<file path="config.mk">
export PLATFORM = sky130hd
export DESIGN_NAME = mem_stage_flat
export DESIGN_NICKNAME = d
export VERILOG_FILES = /design/src/rtl/mem_stage_if.sv /design/src/rtl/mem_stage.sv /design/src/flat_wrapper.sv
export SDC_FILE = /design/constraint.sdc
export NUM_CORES = 1
export LEC_CHECK = 0
export ABC_CLOCK_PERIOD_IN_PS = 2000
export CAP_MARGIN = 40
export CORE_MARGIN = 10
export CORE_UTILIZATION = 46
export CTS_CLUSTER_SIZE = 28
export DETAILED_ROUTE_END_ITERATION = 7
export HOLD_SLACK_MARGIN = 0.15
export PLACE_DENSITY = 0.9
export RECOVER_POWER = 25
export SYNTH_ARGS = -nofsm -noshare
export SYNTH_HDL_FRONTEND = slang
export SYNTH_SLANG_ARGS = --single-unit
</file>
<file path="constraint.sdc">
create_clock -name clk -period 2 [get_ports clk]
set_input_delay 0.6 -clock clk [delete_from_list [all_inputs] [get_ports clk]]
set_output_delay 0.6 -clock clk [all_outputs]
set_load 0.05 [all_outputs]
</file>
<file path="src/rtl/mem_stage_if.sv">
// Data-memory bus between the MEM pipeline stage (master) and the data memory (slave).
// The memory raises ready for one cycle when the access completes; rdata is valid in that cycle.
interface mem_stage_if;
  logic        req;
  logic        we;
  logic [15:0] addr;
  logic [31:0] wdata;
  logic [31:0] rdata;
  logic        ready;

  modport master (output req, we, addr, wdata, input rdata, ready);
  modport slave  (input req, we, addr, wdata, output rdata, ready);
endinterface

</file>
<file path="src/rtl/mem_stage.sv">
// MEM pipeline stage: ALU results pass through in one cycle, loads and stores stall the
// pipeline until the data memory answers or the wait budget runs out (sticky mem_err).
module mem_stage #(
  parameter int unsigned TIMEOUT = 255
) (
  input  logic        clk,
  input  logic        rst,
  input  logic        ex_valid,
  input  logic [15:0] ex_pc,
  input  logic [31:0] ex_alu_res,
  input  logic [31:0] ex_store_data,
  input  logic [2:0]  ex_write_reg,
  input  logic        ex_write_en,
  input  logic        ex_mem_read,
  input  logic        ex_mem_write,
  output logic        stall,
  mem_stage_if.master dmem,
  output logic        wb_valid,
  output logic        wb_write_en,
  output logic        wb_mem_read,
  output logic [15:0] wb_pc,
  output logic [31:0] wb_alu_res,
  output logic [31:0] wb_mem_data,
  output logic [2:0]  wb_write_reg,
  output logic        mem_err
);

  typedef enum logic {IDLE, ACCESS} state_t;

  localparam logic [7:0] LAST_WAIT = 8'(TIMEOUT - 1);

  state_t      state;
  state_t      state_next;
  logic [7:0]  wait_cnt;
  logic [15:0] op_pc;
  logic [31:0] op_alu_res;
  logic [31:0] op_store_data;
  logic [2:0]  op_write_reg;
  logic        op_write_en;
  logic        op_store;
  logic        is_mem_op;
  logic        accept_alu;
  logic        accept_mem;
  logic        access_timeout;

  assign is_mem_op      = ex_mem_read | ex_mem_write;
  assign accept_alu     = (state == IDLE) && ex_valid && !is_mem_op;
  assign accept_mem     = (state == IDLE) && ex_valid && is_mem_op;
  assign access_timeout = (state == ACCESS) && !dmem.ready && (wait_cnt == LAST_WAIT);

  // NOTE: sequential state uses non-blocking assignments so every register samples pre-edge values.
  always_ff @(posedge clk) begin
    if (rst) state <= IDLE;
    else     state <= state_next;
  end

  // NOTE: state_next gets a default before the case, so no path can infer a latch.
  always_comb begin
    state_next = state;
    case (state)
      IDLE:    if (accept_mem) state_next = ACCESS;
      ACCESS:  if (dmem.ready || access_timeout) state_next = IDLE;
      default: state_next = IDLE;
    endcase
  end

  // The bus is driven from the latched op, so it stays stable for the whole access.
  always_comb begin
    stall      = (state == ACCESS);
    dmem.req   = (state == ACCESS);
    dmem.we    = (state == ACCESS) && op_store;
    dmem.addr  = op_alu_res[15:0];
    dmem.wdata = op_store_data;
  end

  always_ff @(posedge clk) begin
    if (rst) begin
      wait_cnt      <= '0;
      op_pc         <= '0;
      op_alu_res    <= '0;
      op_store_data <= '0;
      op_write_reg  <= '0;
      op_write_en   <= 1'b0;
      op_store      <= 1'b0;
      wb_valid      <= 1'b0;
      wb_write_en   <= 1'b0;
      wb_mem_read   <= 1'b0;
      wb_pc         <= '0;
      wb_alu_res    <= '0;
      wb_mem_data   <= '0;
      wb_write_reg  <= '0;
      mem_err       <= 1'b0;
    end else begin
      case (state)
        IDLE: begin
          wb_valid <= accept_alu;
          if (accept_alu) begin
            wb_write_en  <= ex_write_en;
            wb_mem_read  <= 1'b0;
            wb_pc        <= ex_pc;
            wb_alu_res   <= ex_alu_res;
            wb_write_reg <= ex_write_reg;
          end else begin
            wb_write_en <= 1'b0;
          end
          if (accept_mem) begin
            op_pc         <= ex_pc;
            op_alu_res    <= ex_alu_res;
            op_store_data <= ex_store_data;
            op_write_reg  <= ex_write_reg;
            op_write_en   <= ex_write_en;
            op_store      <= ex_mem_write;  // read+write together behaves as a store
            wait_cnt      <= '0;
          end
        end
        ACCESS: begin
          if (dmem.ready) begin
            wb_valid     <= 1'b1;
            wb_write_en  <= op_write_en;
            wb_mem_read  <= !op_store;
            wb_pc        <= op_pc;
            wb_alu_res   <= op_alu_res;
            wb_write_reg <= op_write_reg;
            if (!op_store) wb_mem_data <= dmem.rdata;
          end else if (wait_cnt == LAST_WAIT) begin
            wb_valid     <= 1'b1;
            wb_write_en  <= 1'b0;
            wb_mem_read  <= 1'b0;
            wb_pc        <= op_pc;
            wb_alu_res   <= op_alu_res;
            wb_write_reg <= op_write_reg;
            mem_err      <= 1'b1;
          end else begin
            wb_valid <= 1'b0;
            wait_cnt <= wait_cnt + 8'd1;
          end
        end
        default: ;
      endcase
    end
  end

endmodule

</file>
<file path="src/flat_wrapper.sv">
// flat-port wrapper written by rule: the top's interface ports become plain ports
module mem_stage_flat 
#(
  parameter int unsigned TIMEOUT = 255
)
  (clk, rst, ex_valid, ex_pc, ex_alu_res, ex_store_data, ex_write_reg, ex_write_en, ex_mem_read, ex_mem_write, stall, wb_valid, wb_write_en, wb_mem_read, wb_pc, wb_alu_res, wb_mem_data, wb_write_reg, mem_err, dmem_req, dmem_we, dmem_addr, dmem_wdata, dmem_rdata, dmem_ready);
  mem_stage_if dmem_i ();
  input  logic clk;
  input  logic rst;
  input  logic ex_valid;
  input  logic [15:0] ex_pc;
  input  logic [31:0] ex_alu_res;
  input  logic [31:0] ex_store_data;
  input  logic [2:0] ex_write_reg;
  input  logic ex_write_en;
  input  logic ex_mem_read;
  input  logic ex_mem_write;
  output logic stall;
  output logic wb_valid;
  output logic wb_write_en;
  output logic wb_mem_read;
  output logic [15:0] wb_pc;
  output logic [31:0] wb_alu_res;
  output logic [31:0] wb_mem_data;
  output logic [2:0] wb_write_reg;
  output logic mem_err;
  output wire logic [$bits(dmem_i.req)-1:0] dmem_req;
  output wire logic [$bits(dmem_i.we)-1:0] dmem_we;
  output wire logic [$bits(dmem_i.addr)-1:0] dmem_addr;
  output wire logic [$bits(dmem_i.wdata)-1:0] dmem_wdata;
  input wire logic [$bits(dmem_i.rdata)-1:0] dmem_rdata;
  input wire logic [$bits(dmem_i.ready)-1:0] dmem_ready;
  assign dmem_req = dmem_i.req;
  assign dmem_we = dmem_i.we;
  assign dmem_addr = dmem_i.addr;
  assign dmem_wdata = dmem_i.wdata;
  assign dmem_i.rdata = dmem_rdata;
  assign dmem_i.ready = dmem_ready;
  mem_stage #(.TIMEOUT(TIMEOUT)) u_core (.clk(clk), .rst(rst), .ex_valid(ex_valid), .ex_pc(ex_pc), .ex_alu_res(ex_alu_res), .ex_store_data(ex_store_data), .ex_write_reg(ex_write_reg), .ex_write_en(ex_write_en), .ex_mem_read(ex_mem_read), .ex_mem_write(ex_mem_write), .stall(stall), .dmem(dmem_i), .wb_valid(wb_valid), .wb_write_en(wb_write_en), .wb_mem_read(wb_mem_read), .wb_pc(wb_pc), .wb_alu_res(wb_alu_res), .wb_mem_data(wb_mem_data), .wb_write_reg(wb_write_reg), .mem_err(mem_err));
endmodule
</file>
Yosys cells after proc, flatten, opt, wreduce, memory -nomap -nowiden
Cells that the tools add are included.
{"block": "totals", "reg_bits": 181}
{"block": "classes", "n_addsub": 1, "bitwise_logic": 4, "mux": 29, "eq_ne": 6, "n_reduce_logical": 15}
{"cell": "$mux W32", "n": 3}
{"cell": "$pmux W32 S2", "n": 1}
{"cell": "$mux W16", "n": 3}
{"cell": "$pmux W16 S2", "n": 1}
{"cell": "$mux W8", "n": 3}
{"cell": "$pmux W8 S2", "n": 1}
{"cell": "$mux W1", "n": 9}
{"cell": "$mux W3", "n": 3}
{"cell": "$reduce_and A3 Y1", "n": 3}
{"cell": "$add A8 B1 Y8 const B", "n": 1}
{"cell": "$eq A8 B8 Y1 const B", "n": 1}
{"cell": "$pmux W1 S2", "n": 4}
{"cell": "$logic_and A1 B1 Y1", "n": 6}
{"cell": "$pmux W3 S2", "n": 1}
{"cell": "$ne A2 B1 Y1 const B", "n": 2}
{"cell": "$ne A2 B2 Y1 const B", "n": 2}
{"cell": "$reduce_and A2 Y1", "n": 2}
{"cell": "$logic_not A1 Y1", "n": 3}
{"cell": "$ne A3 B3 Y1 const B", "n": 1}
{"cell": "$not A1 Y1", "n": 3}
{"cell": "$logic_or A1 B1 Y1", "n": 1}
{"cell": "$or A1 B1 Y1", "n": 1}

Logic depth before layout (Yosys ltp)
{"block": "logic_depth", "ltp_word": 6, "ltp_mapped": 8}

Worst setup path before layout
Ideal clock, no wire load.
{"block": "synth_timing", "path_kind": "reg-to-output", "start": "register u_core.state, in the netlist u_core.dmem.req", "end": "output port dmem_we", "path_buffers": 3, "stages_incl_launch_ff": 5, "required_time_ns": 1.400, "t_arrival_ns": 1.892, "slack_ns": -0.492, "path_cell_list": "dfxtp_1 clkbuf_1 buf_2 buf_2 and2_1"}
{"block": "synth_via", "elab_chain_len": 1}
{"item": "start, declared", "line_no": "mem_stage.sv:32", "text": "state_t state;"}
{"item": "start signal, assigned", "line_no": "mem_stage.sv:54", "text": "else state <= state_next;"}
{"item": "$logic_and A1 B1 Y1", "line_no": "mem_stage.sv:71", "text": "dmem.we = (state == ACCESS) && op_store;"}
{"item": "end, declared", "line_no": "flat_wrapper.sv:28", "text": "output wire logic [$bits(dmem_i.we)-1:0] dmem_we;"}
Every way passes these cells.

Worst setup path in the final report
{"block": "layout_timing", "start": "input port ex_mem_write", "end": "register u_core.wb_alu_res[25]"}
{"block": "layout_via", "elab_chain_len": 5}
{"item": "start, declared", "line_no": "flat_wrapper.sv:17", "text": "input logic ex_mem_write;"}
{"item": "$or A1 B1 Y1", "line_no": "mem_stage.sv:46", "text": "assign is_mem_op = ex_mem_read | ex_mem_write;"}
{"item": "$logic_not A1 Y1", "line_no": "mem_stage.sv:47", "text": "assign accept_alu = (state == IDLE) && ex_valid && !is_mem_op;"}
{"item": "$logic_and A1 B1 Y1", "line_no": "mem_stage.sv:47"}
{"item": "$ne A2 B1 Y1 (no line)"}
{"item": "$reduce_and A2 Y1 (no line)"}
{"item": "end signal, assigned", "line_no": "mem_stage.sv:101", "text": "wb_alu_res <= ex_alu_res;"}
{"item": "end signal, assigned", "line_no": "mem_stage.sv:122", "text": "wb_alu_res <= op_alu_res;"}
{"item": "end signal, assigned", "line_no": "mem_stage.sv:130", "text": "wb_alu_res <= op_alu_res;"}
{"item": "end, declared", "line_no": "mem_stage.sv:22", "text": "output logic [31:0] wb_alu_res,"}
Every way passes these cells.
A chain may end at the register's enable or synchronous reset.

==> results <==
-- cell type report --
cell class / count / area (sq um) / area share [%]
Clock inverter: 13 / 135 / 1.28
Sequential cell: 181 / 3630 / 34.3
Multi-Input combinational cell: 677 / 3480 / 33.0
Inverter: 1 / 3.75 / 0.0355
Timing Repair Buffer: 301 / 2590 / 24.6
Clock buffer: 19 / 453 / 4.29
Tap cell: 216 / 270 / 2.56
-- routing by layer --
| layer | vias up | track usage, % |
|---|---|---|
| met3 | 14 | 10.2 |
| met5 | - | 0 |
| met1 | 3546 | 23.0 |
| met2 | 269 | 34.9 |
| met4 | 0 | 5.25 |
| li1 | 3680 | - |
-- worst register-to-register path: stages (launching register included) --
cell	delay (ns)
dfxtp_1	0.33
inv_1	0.05
ha_1	0.21
and4_4	0.22
or4_4	0.54
or3_1	0.31
a21oi_1	0.14
-- per-stage QoR --
| stage | cell area [sq um] | util [%] | setup slack, ns | TNS (ns) |
|---|---|---|---|---|
| 5_1_grt | 10600 | 66.0 | 0.000683 | 0 |
| 6_report | 10600 | 66.0 | 0.0624 | 0 |
| 2_1_floorplan | 7570 | - | 0.0156 | 0 |
| 3_5_place_dp | 10200 | 63.6 | -0.353 | -35.99 |
| 3_3_place_gp | 10200 | 63.6 | -0.259 | -29.40 |
| 4_1_cts | 10800 | 67.2 | 0.0554 | 0 |
-- path summary, 6_finish.rpt --
check | to | startpoint | slack, ns | cells past startpoint
worst max-delay path | u_core.wb_alu_res[25] | ex_mem_write | 0.06 | 6
worst min-delay path | u_core.op_pc[12] | u_core.op_pc[12] | 0.45 | 2
worst max register to register | u_core.wait_cnt[7] | u_core.wait_cnt[0] | 0.11 | 6
worst min register to register | u_core.op_pc[12] | u_core.op_pc[12] | 0.45 | 2
-- power by group through the flow --
stage               logic [mW]  registers, mW  clock network, mW
floorplan                0.704           4.53                  0
global placement          1.96           4.03                  0
detailed placement        2.00           4.04                  0
CTS                       2.01           3.96               3.42
global route              2.08           3.99               3.57
finish                    1.94           3.96               3.35
-- cells by family after synthesis --
family,share of synthesized area [%]
mux,0.281
buf+inv,6.60
flops,47.9
simple gates,24.3
compound gates,20.5
xor+xnor,0.116
fa+ha+maj,0.331
-- timing repair --
item / CTS / global route
hold endpoints to repair: 0 / 0
setup endpoints to repair: 0 / 4
gates resized for setup: 0 / 1
-- cell usage in the layout, fill, tap and decap left out, drive strengths merged, types with 2 or more instances in the layout --
master,netlist,final
clkinv,0,3
dfxtp,181,181
buf,43,103
nand2b,4,4
a211oi,51,51
nor2,8,8
clkdlybuf4s50,0,120
a22oi,2,2
a21oi,128,128
nand3,6,6
inv,1,10
nand2,343,343
and2,3,3
o21ai,5,5
clkbuf,55,97
a311oi,51,51
or4,2,2
nor3,3,3
ha,2,2
nor2b,53,53
==> key figures <==
Logic synthesis
  • Synthesis Warnings: 0
  • Most frequent cell after synthesis: nand2_1
  • Distinct cell type count after synthesis: 42
  • Synth Cell Area: 7560 sq um
  • Post-Syn Instances: 957
  • Syn_area_per_cell: 7.90 sq um
  • Sequential area share after synthesis: 47.9%
  • Synth cell count leaders: 343 x nand2_1, 181 x dfxtp_1, 127 x a21oi_1
  • Synth top area share: 47.9%
  • Synth area leaders: dfxtp_1 48%, nand2_1 17%, a21oi_1 8.4%, a311oi_1 5.9%, a211oi_1 5.1%
  • Ys flop type: dfxtp_1
  • FF+latch count, synth: 181
  • Yosys top cell by area: dfxtp_1
  • Number of synthesized flops with an enable pin: 0
  • Asr flop ratio synth: 0%
  • Post-synth net total: 1081

STA
  • Final Skew: 0.0112 ns
  • Final count of hold timing violations: 0
  • Hold_ws: 0.455 ns
  • RSZ-0062 raised after global routing: false
  • Headroom to the max-slew limit: 59.6%
  • Max Freq: 516 MHz
  • Actual slew at the worst max-slew pin: 0.608 ns
  • Setup-failing EPs final: 0
  • Max-slew violation count: 0
  • Period utilisation layout: 96.9%
  • Final Critical Period: 1.94 ns

Worst setup path
  • Crit start category: input port
  • Critical Path RT: 2.27 ns
  • Slowest Stage Delay on Critical Path: 0.50 ns
  • Crit Path Category: in -> reg
  • WP data arrival: 2.21 ns
  • Critical path's top delay family: buffers and inverters
  • CP max stage cell: clkdlybuf4s50_1
  • Crit path buf inv count: 2
  • Crit-path cells: clkdlybuf4s50_1, nor3b_4, buf_12, nor2b_1, a211oi_1, a311oi_1
  • Worst setup EP type: flop
  • Crit Path Max Fanout: 54

Clocking
  • Hold-fix buffers, CTS: 0
  • Clock buffer depth: 2
  • CTS sink count: 181
  • Root Driver: clkbuf_16
  • CTS tree: done
  • CTS clk-pin slew, worst paths: 0.07 ns
  • Clk Latency, worst-skew pair: 0.42 ns
  • Post-CTS setup buffer count: 0
  • H-tree depth: 4
  • Cts bufs inserted: 17

Routing
  • Final wirelength: 23.7 mm
  • Met2 Routed Length: 11.5 mm
  • Drt first pass iters: 7
  • DR iter-0 viols: 380
  • Met3 routed WL: 2.65 mm
  • WL per Instance: 16.8 um
  • Post-route ant nets: 0
  • Via Count: 7509
  • Drt drc: 0
  • Routed length on met1: 9.32 mm
  • Vias per inst: 5.33
  • Uppermost routed layer: met4

Power
  • Clk pwr share: 36.2%
  • Total power: 9.26 mW
  • Pint: 6.37 mW
  • PD cells: 876 nW/um^2
  • Part of the power in registers: 42.8%
  • Switching part of the total power: 31.2%
  • Combinational Power Share: 21.0%
  • Leak pwr: 4.06 nW
  • NetSw: 2.89 mW
  • Peak VDD IR: 0.560 mV

Place
  • # port buffers: 259
  • Post-DP HPWL: 17.1 mm
  • Placed instance count: 1376
  • RePlAce Congestion: 0.812

Run
  • Max-cap violations: 0

Outcome
  • Status: completed

GRT
  • Largest net degree at the start of global routing: 58
  • First-pass GRT wire length: 37.6 mm
  • Gr usage total: 20.8%
  • Initial antenna violation count: 0
  • Vias in the first global route: 7360
  • Total global routing overflow: 0

Finish
  • Fin cells: 1408
  • Number of diodes: 0
  • Final net count: 1303
  • Layout area overhead: 39.6%
  • Share of layout cells above drive strength 1: 19.0%
  • FILL cells: 1341

Floorplan
  • Die Span Y: 148 um
  • Core Area: 16000 sq um
  • Die area: 22000 sq um
  • Die Wd: 148 um
  • Effective utilization at floorplan: 47.3%
  • I/O pin total: 260
  • Std-Cell Rows: 46

Hold path
  • Worst hold path class: reg -> reg
(Power assumes the default switching activity.)
